**config.mk**
```make
export PLATFORM = sky130hd
export DESIGN_NAME = reg_write_arbiter
export DESIGN_NICKNAME = d
export VERILOG_FILES = /design/src/rtl/reg_write_arbiter.sv
export SDC_FILE = /design/constraint.sdc
export NUM_CORES = 1
export LEC_CHECK = 0
export ABC_CLOCK_PERIOD_IN_PS = 1800
export BUFFER_PORTS_ARGS = -buffer_cell sky130_fd_sc_hd__buf_2
export CAP_MARGIN = 20
export CORE_ASPECT_RATIO = 1.4
export CORE_MARGIN = 5
export CORE_UTILIZATION = 40
export CTS_CLUSTER_DIAMETER = 200
export CTS_CLUSTER_SIZE = 8
export DETAILED_ROUTE_END_ITERATION = 10
export PLACE_DENSITY = 0.78
export SYNTH_ARGS = -nofsm -noshare
export SYNTH_HDL_FRONTEND = slang
export SYNTH_SLANG_ARGS = --single-unit
export TNS_END_PERCENT = 20
```
**constraint.sdc**
```tcl
create_clock -name CLK -period 1.8 [get_ports CLK]
set_input_delay 0.27 -clock CLK [delete_from_list [all_inputs] [get_ports CLK]]
set_output_delay 0.27 -clock CLK [all_outputs]
set_load 0.05 [all_outputs]
```
**src/rtl/reg_write_arbiter.sv**
```systemverilog
// Round-robin write arbiter sharing one WIDTH-bit register among N requesters.
// Each grant loads the winner's payload into O with a one-cycle GNT/VALID pulse,
// followed by a mandatory ACK cycle so a granted requester is never re-granted
// on a stale REQ.
// Optional feature macro: REGARB_LOCK_EN -- a winner holding LOCK keeps ownership
// of the register across consecutive writes. Undefined: LOCK is ignored.
module reg_write_arbiter #(
  parameter int unsigned N     = 4,
  parameter int unsigned WIDTH = 7,
  parameter int unsigned SW    = 2
) (
  input  logic                 CLK,
  input  logic                 RESETN,
  input  logic [N-1:0]         REQ,
  input  logic [N*WIDTH-1:0]   DATA,
  input  logic [N-1:0]         LOCK,
  output logic [N-1:0]         GNT,
  output logic [WIDTH-1:0]     O,
  output logic                 VALID,
  output logic [SW-1:0]        SRC,
  output logic                 BUSY
);

  localparam int unsigned SUMW = SW + 1;

  typedef enum logic [0:0] {
    ST_ARB = 1'b0,
    ST_ACK = 1'b1
  } state_e;

  state_e           state_q, state_d;
  logic [N-1:0]     gnt_q, gnt_d;
  logic [WIDTH-1:0] o_q, o_d;
  logic             valid_q, valid_d;
  logic [SW-1:0]    src_q, src_d;
  logic             busy_q, busy_d;
  logic [SW-1:0]    ptr_q, ptr_d;

  logic [SW-1:0]    ptr_base;
  logic [SW-1:0]    win;
  logic             win_vld;

`ifdef REGARB_LOCK_EN
  logic             own_vld_q, own_vld_d;
  logic [SW-1:0]    own_q, own_d;
  logic             owner_hold;
`else
  logic             unused_lock;
  assign unused_lock = ^LOCK;
`endif

  // (x + 1) mod N
  function automatic logic [SW-1:0] inc_mod(input logic [SW-1:0] x);
    if (32'(x) == N - 1) return '0;
    return x + SW'(1);
  endfunction

  // (b + k) mod N for k < N
  function automatic logic [SW-1:0] add_mod(input logic [SW-1:0] b, input int unsigned k);
    logic [SUMW-1:0] sum;
    sum = {1'b0, b} + SUMW'(k);
    if (sum >= SUMW'(N)) sum = sum - SUMW'(N);
    return sum[SW-1:0];
  endfunction

  // Winner search: lock owner first (if enabled), else first requester from the pointer
  always_comb begin
    ptr_base = ptr_q;
`ifdef REGARB_LOCK_EN
    owner_hold = 1'b0;
    if (own_vld_q) begin
      if (REQ[own_q] && LOCK[own_q]) owner_hold = 1'b1;
      else                           ptr_base   = inc_mod(own_q);
    end
`endif
    win     = ptr_base;
    win_vld = 1'b0;
    // Descending scan so the lowest offset from ptr_base wins
    for (int k = N - 1; k >= 0; k--) begin
      if (REQ[add_mod(ptr_base, 32'(k))]) begin
        win     = add_mod(ptr_base, 32'(k));
        win_vld = 1'b1;
      end
    end
`ifdef REGARB_LOCK_EN
    if (owner_hold) begin
      win     = own_q;
      win_vld = 1'b1;
    end
`endif
  end

  // State register
  always_ff @(posedge CLK or negedge RESETN) begin
    if (!RESETN) state_q <= ST_ARB;
    else         state_q <= state_d;
  end

  // Next-state logic: every write is followed by one ACK cycle
  always_comb begin
    state_d = state_q;
    case (state_q)
      ST_ARB:  if (win_vld) state_d = ST_ACK;
      ST_ACK:  state_d = ST_ARB;
      default: state_d = ST_ARB;
    endcase
  end

  // Output / datapath next values
  always_comb begin
    gnt_d   = '0;
    valid_d = 1'b0;
    o_d     = o_q;
    src_d   = src_q;
    busy_d  = (state_q == ST_ACK);
    ptr_d   = ptr_q;
`ifdef REGARB_LOCK_EN
    own_vld_d = own_vld_q;
    own_d     = own_q;
`endif
    if (state_q == ST_ARB) begin
`ifdef REGARB_LOCK_EN
      // Ownership ends: resume round-robin just past the old owner
      if (own_vld_q && !owner_hold) begin
        own_vld_d = 1'b0;
        ptr_d     = ptr_base;
      end
`endif
      if (win_vld) begin
        o_d        = DATA[32'(win)*WIDTH +: WIDTH];
        gnt_d[win] = 1'b1;
        valid_d    = 1'b1;
        src_d      = win;
`ifdef REGARB_LOCK_EN
        if (LOCK[win]) begin
          own_vld_d = 1'b1;
          own_d     = win;
          ptr_d     = ptr_base;
        end else begin
          ptr_d     = inc_mod(win);
        end
`else
        ptr_d = inc_mod(win);
`endif
      end
    end
  end

  // Registered outputs and arbitration state
  always_ff @(posedge CLK or negedge RESETN) begin
    if (!RESETN) begin
      gnt_q   <= '0;
      o_q     <= '0;
      valid_q <= 1'b0;
      src_q   <= '0;
      busy_q  <= 1'b0;
      ptr_q   <= '0;
`ifdef REGARB_LOCK_EN
      own_vld_q <= 1'b0;
      own_q     <= '0;
`endif
    end else begin
      gnt_q   <= gnt_d;
      o_q     <= o_d;
      valid_q <= valid_d;
      src_q   <= src_d;
      busy_q  <= busy_d;
      ptr_q   <= ptr_d;
`ifdef REGARB_LOCK_EN
      own_vld_q <= own_vld_d;
      own_q     <= own_d;
`endif
    end
  end

  assign GNT   = gnt_q;
  assign O     = o_q;
  assign VALID = valid_q;
  assign SRC   = src_q;
  assign BUSY  = busy_q;

endmodule
```
==> results_dict.tcl <==
set metrics [dict create \
    fmax_ghz 0.565 \
    clk_latency_ns 0.29 \
    fin_nets 197 \
    htreeDepth 1 \
    finalNonFillerCells 191 \
    routedWlPerCell_um 13.9 \
    hold_class "input port to flop" \
    place_inst 184 \
    track_usage_pct 15.5 \
    crit_required_ns 1.99 \
    synth_area_per_cell_um2 10.6 \
    pre_cts_slack_ns 0.0141 \
    path_class "flop to flop" \
    endpoint_kind "flop" \
    status "complete, no violations" \
    drt_pass1_iterations 4 \
    synth_common_cells "17 x dfrtp_1, 10 x inv_1, 8 x nand2b_1, 8 x o211a_1" \
    ir_drop_mv 0.896 \
    ys_types 29 \
    slew_headroom_pct 74.5 \
    area_growth_pct 37.6 \
    cts_sinks 17 \
    start_util_pct 42.3 \
    multi_input_area_um2 526 \
    hold_viol_final 0 \
    fin_crit_ns 1.77 \
    setup_tns_ns 0 \
    row_count 21 \
    power_density_mw_per_mm2 1600 \
    drc 0 \
    grt_start_max_net_pins 18 \
    worst_slew_pin_slew_ns 0.383 \
    synthArstFlopShare_pct 100 \
    fin_ws_ns 0.0298 \
    grt_pass1_vias 1036 \
    drt_iter0_drc 13 \
    cts_buffers 3 \
    clk_path_buf_depth 2 \
    r2r_setup_slack_ns 0.03 \
    fin_worst_skew_ns 0.00332 \
    crit_arrival_ns 1.96 \
    fillCellCount 236 \
    wl_mm 2.65 \
    slew_viol_final 0 \
    syn_area_mm2 0.00102 \
    synthFlopType "dfrtp_1" \
    p_leak_nw 0.738 \
    dieArea_mm2 0.00368 \
    synth_edf_count 0 \
    startpoint "ptr_base[0]$_DFFE_PN0P_" \
    regArea_um2 425 \
    yosysMostFrequentCell "dfrtp_1" \
    root_buffer "clkbuf_4" \
    reg2reg_depth 6 \
    crit_end "O[2]$_DFFE_PN0P_" \
    startpoint_type "flop" \
    grt_pass1_wl_mm 4.37 \
    num_antenna_cells 0 \
    drive_above_1_share_pct 45.2 \
    core-area_mm2 0.00242 \
    post-route-period-util_pct 98.3 \
    cp_max_fo 8 \
    routabilityCongestion 0.874 \
    dpl.hpwl_mm 2.07 \
    antenna_found_initial 0 \
    synth_top_area_cell "dfrtp_1" \
    setup_viol 0 \
    avgViaCountPerCell 5.19 \
    die_w_um 52.7 \
    num_vias 991 \
    rsz0062_at_grt "true" \
    synth_top_cell_area_share_pct 41.6 \
    worst_hold_path.num_cells 3 \
    drv_cap 0 \
    syn_nets 135 \
    worstReg2RegEnd "O[2]$_DFFE_PN0P_" \
    io_buffers 48 \
    synth_seq_cells 17 \
    io_pins 53 \
    ys_seq_area_share_pct 41.6 \
    p_total_mw 2.25 \
    grt.overflow.total 0 \
    ant_nets 0 \
    syn_inst 96 \
    netlist_top_cells_area "dfrtp_1 42%, o211a_1 7.8%, mux2_1 7.7%" \
    worstReg2RegStart "ptr_base[0]$_DFFE_PN0P_" \
    die_h_um 69.8 \
    cts_tree "done" \
    yosys_warnings 0 \
    clkTransAtPathRegs_ns 0.11 \
]
[through the flow]
| stage | hold slack, ns | util, % | instance area (um2) |
|---|---|---|---|
| after floorplan | -0.0256 | - | 1020 |
| after global placement | 0.212 | 55.5 | 1340 |
| after detailed placement | 0.213 | 55.5 | 1340 |
| after CTS | 0.316 | 57.1 | 1380 |
| after global routing | 0.312 | 58.2 | 1410 |
| final | 0.317 | 58.2 | 1410 |
[flip-flops by register name, indices dropped and copies added (netlist names)]
name and count:
O 7, GNT 4, SRC 2, ptr_base 2, BUSY 1, busy_d 1
[worst max-delay path, cell delays in order (launching register included)]
cell	delay, ns
dfrtp_1	0.38
nor3b_2	0.19
a2bb2oi_2	0.18
o211a_1	0.23
buf_6	0.15
mux2_1	0.33
o211a_1	0.21
[routing by layer]
layer / share of wire (%) / global-route usage (%) / vias to the layer above
met5: 0 / 0 / -
met4: 1.8 / 7.67 / 0
met3: 4.9 / 2.80 / 4
met2: 54 / 25.4 / 37
met1: 40 / 18.7 / 473
li1: - / - / 477
[layout make-up]
type | count | area share [%]
Tap cell | 34 | 3.02
Inverter | 10 | 2.67
Sequential cell | 17 | 30.2
Multi-Input combinational cell | 65 | 37.4
Clock buffer | 3 | 1.60
Timing Repair Buffer | 61 | 24.7
Clock inverter | 1 | 0.356
[repair_timing]
item	in CTS	in global routing
hold buffers	1	0
endpoints found under the setup margin	0	2
endpoints found under the hold margin	17	0
resized for setup	0	4
setup buffers	0	2
[cells by family after synthesis]
| logic type | share of synthesized area [%] |
|---|---|
| compound gates | 25.9 |
| fa+ha+maj | 1.22 |
| buf+inv | 7.34 |
| flops | 41.6 |
| mux | 7.71 |
| simple gates | 16.2 |
[placed cells by master (no fill, tap or decap), drive strengths merged]
| cell | Yosys | routed |
|---|---|---|
| dlygate4sd3 | 0 | 1 |
| o211a | 8 | 8 |
| nor3 | 2 | 2 |
| and2b | 1 | 1 |
| nand2b | 8 | 8 |
| nor2b | 1 | 1 |
| a2111oi | 1 | 1 |
| nor3b | 2 | 2 |
| and3b | 1 | 1 |
| o21ai | 3 | 3 |
| o211ai | 7 | 7 |
| a2bb2oi | 1 | 1 |
| buf | 4 | 60 |
| nand2 | 7 | 7 |
| inv | 10 | 10 |
| mux2 | 7 | 7 |
| and2 | 1 | 1 |
| clkinv | 0 | 1 |
| clkbuf | 0 | 3 |
| nor2 | 4 | 4 |
| a21o | 1 | 1 |
| o2111ai | 7 | 7 |
| nand3 | 1 | 1 |
| ha | 1 | 1 |
| a21boi | 1 | 1 |
| dfrtp | 17 | 17 |
[worst min path at each step]
stage / from / endpoint
after floorplan: RESETN / BUSY$_DFF_PN0_
after global placement: RESETN / O[4]$_DFFE_PN0P_
after detailed placement: RESETN / O[4]$_DFFE_PN0P_
after CTS: DATA[15] / O[1]$_DFFE_PN0P_
after global routing: DATA[18] / O[4]$_DFFE_PN0P_
final: DATA[15] / O[1]$_DFFE_PN0P_
[power by group]
part | leakage, nW | total [mW] | switching [mW] | internal [mW]
registers | 0.203 | 0.605 | 0.0688 | 0.536
clock network | 0.0177 | 0.209 | 0.126 | 0.0825
logic | 0.518 | 1.44 | 0.923 | 0.515
total | 0.738 | 2.25 | 1.12 | 1.13
(Power assumes the default switching activity.)
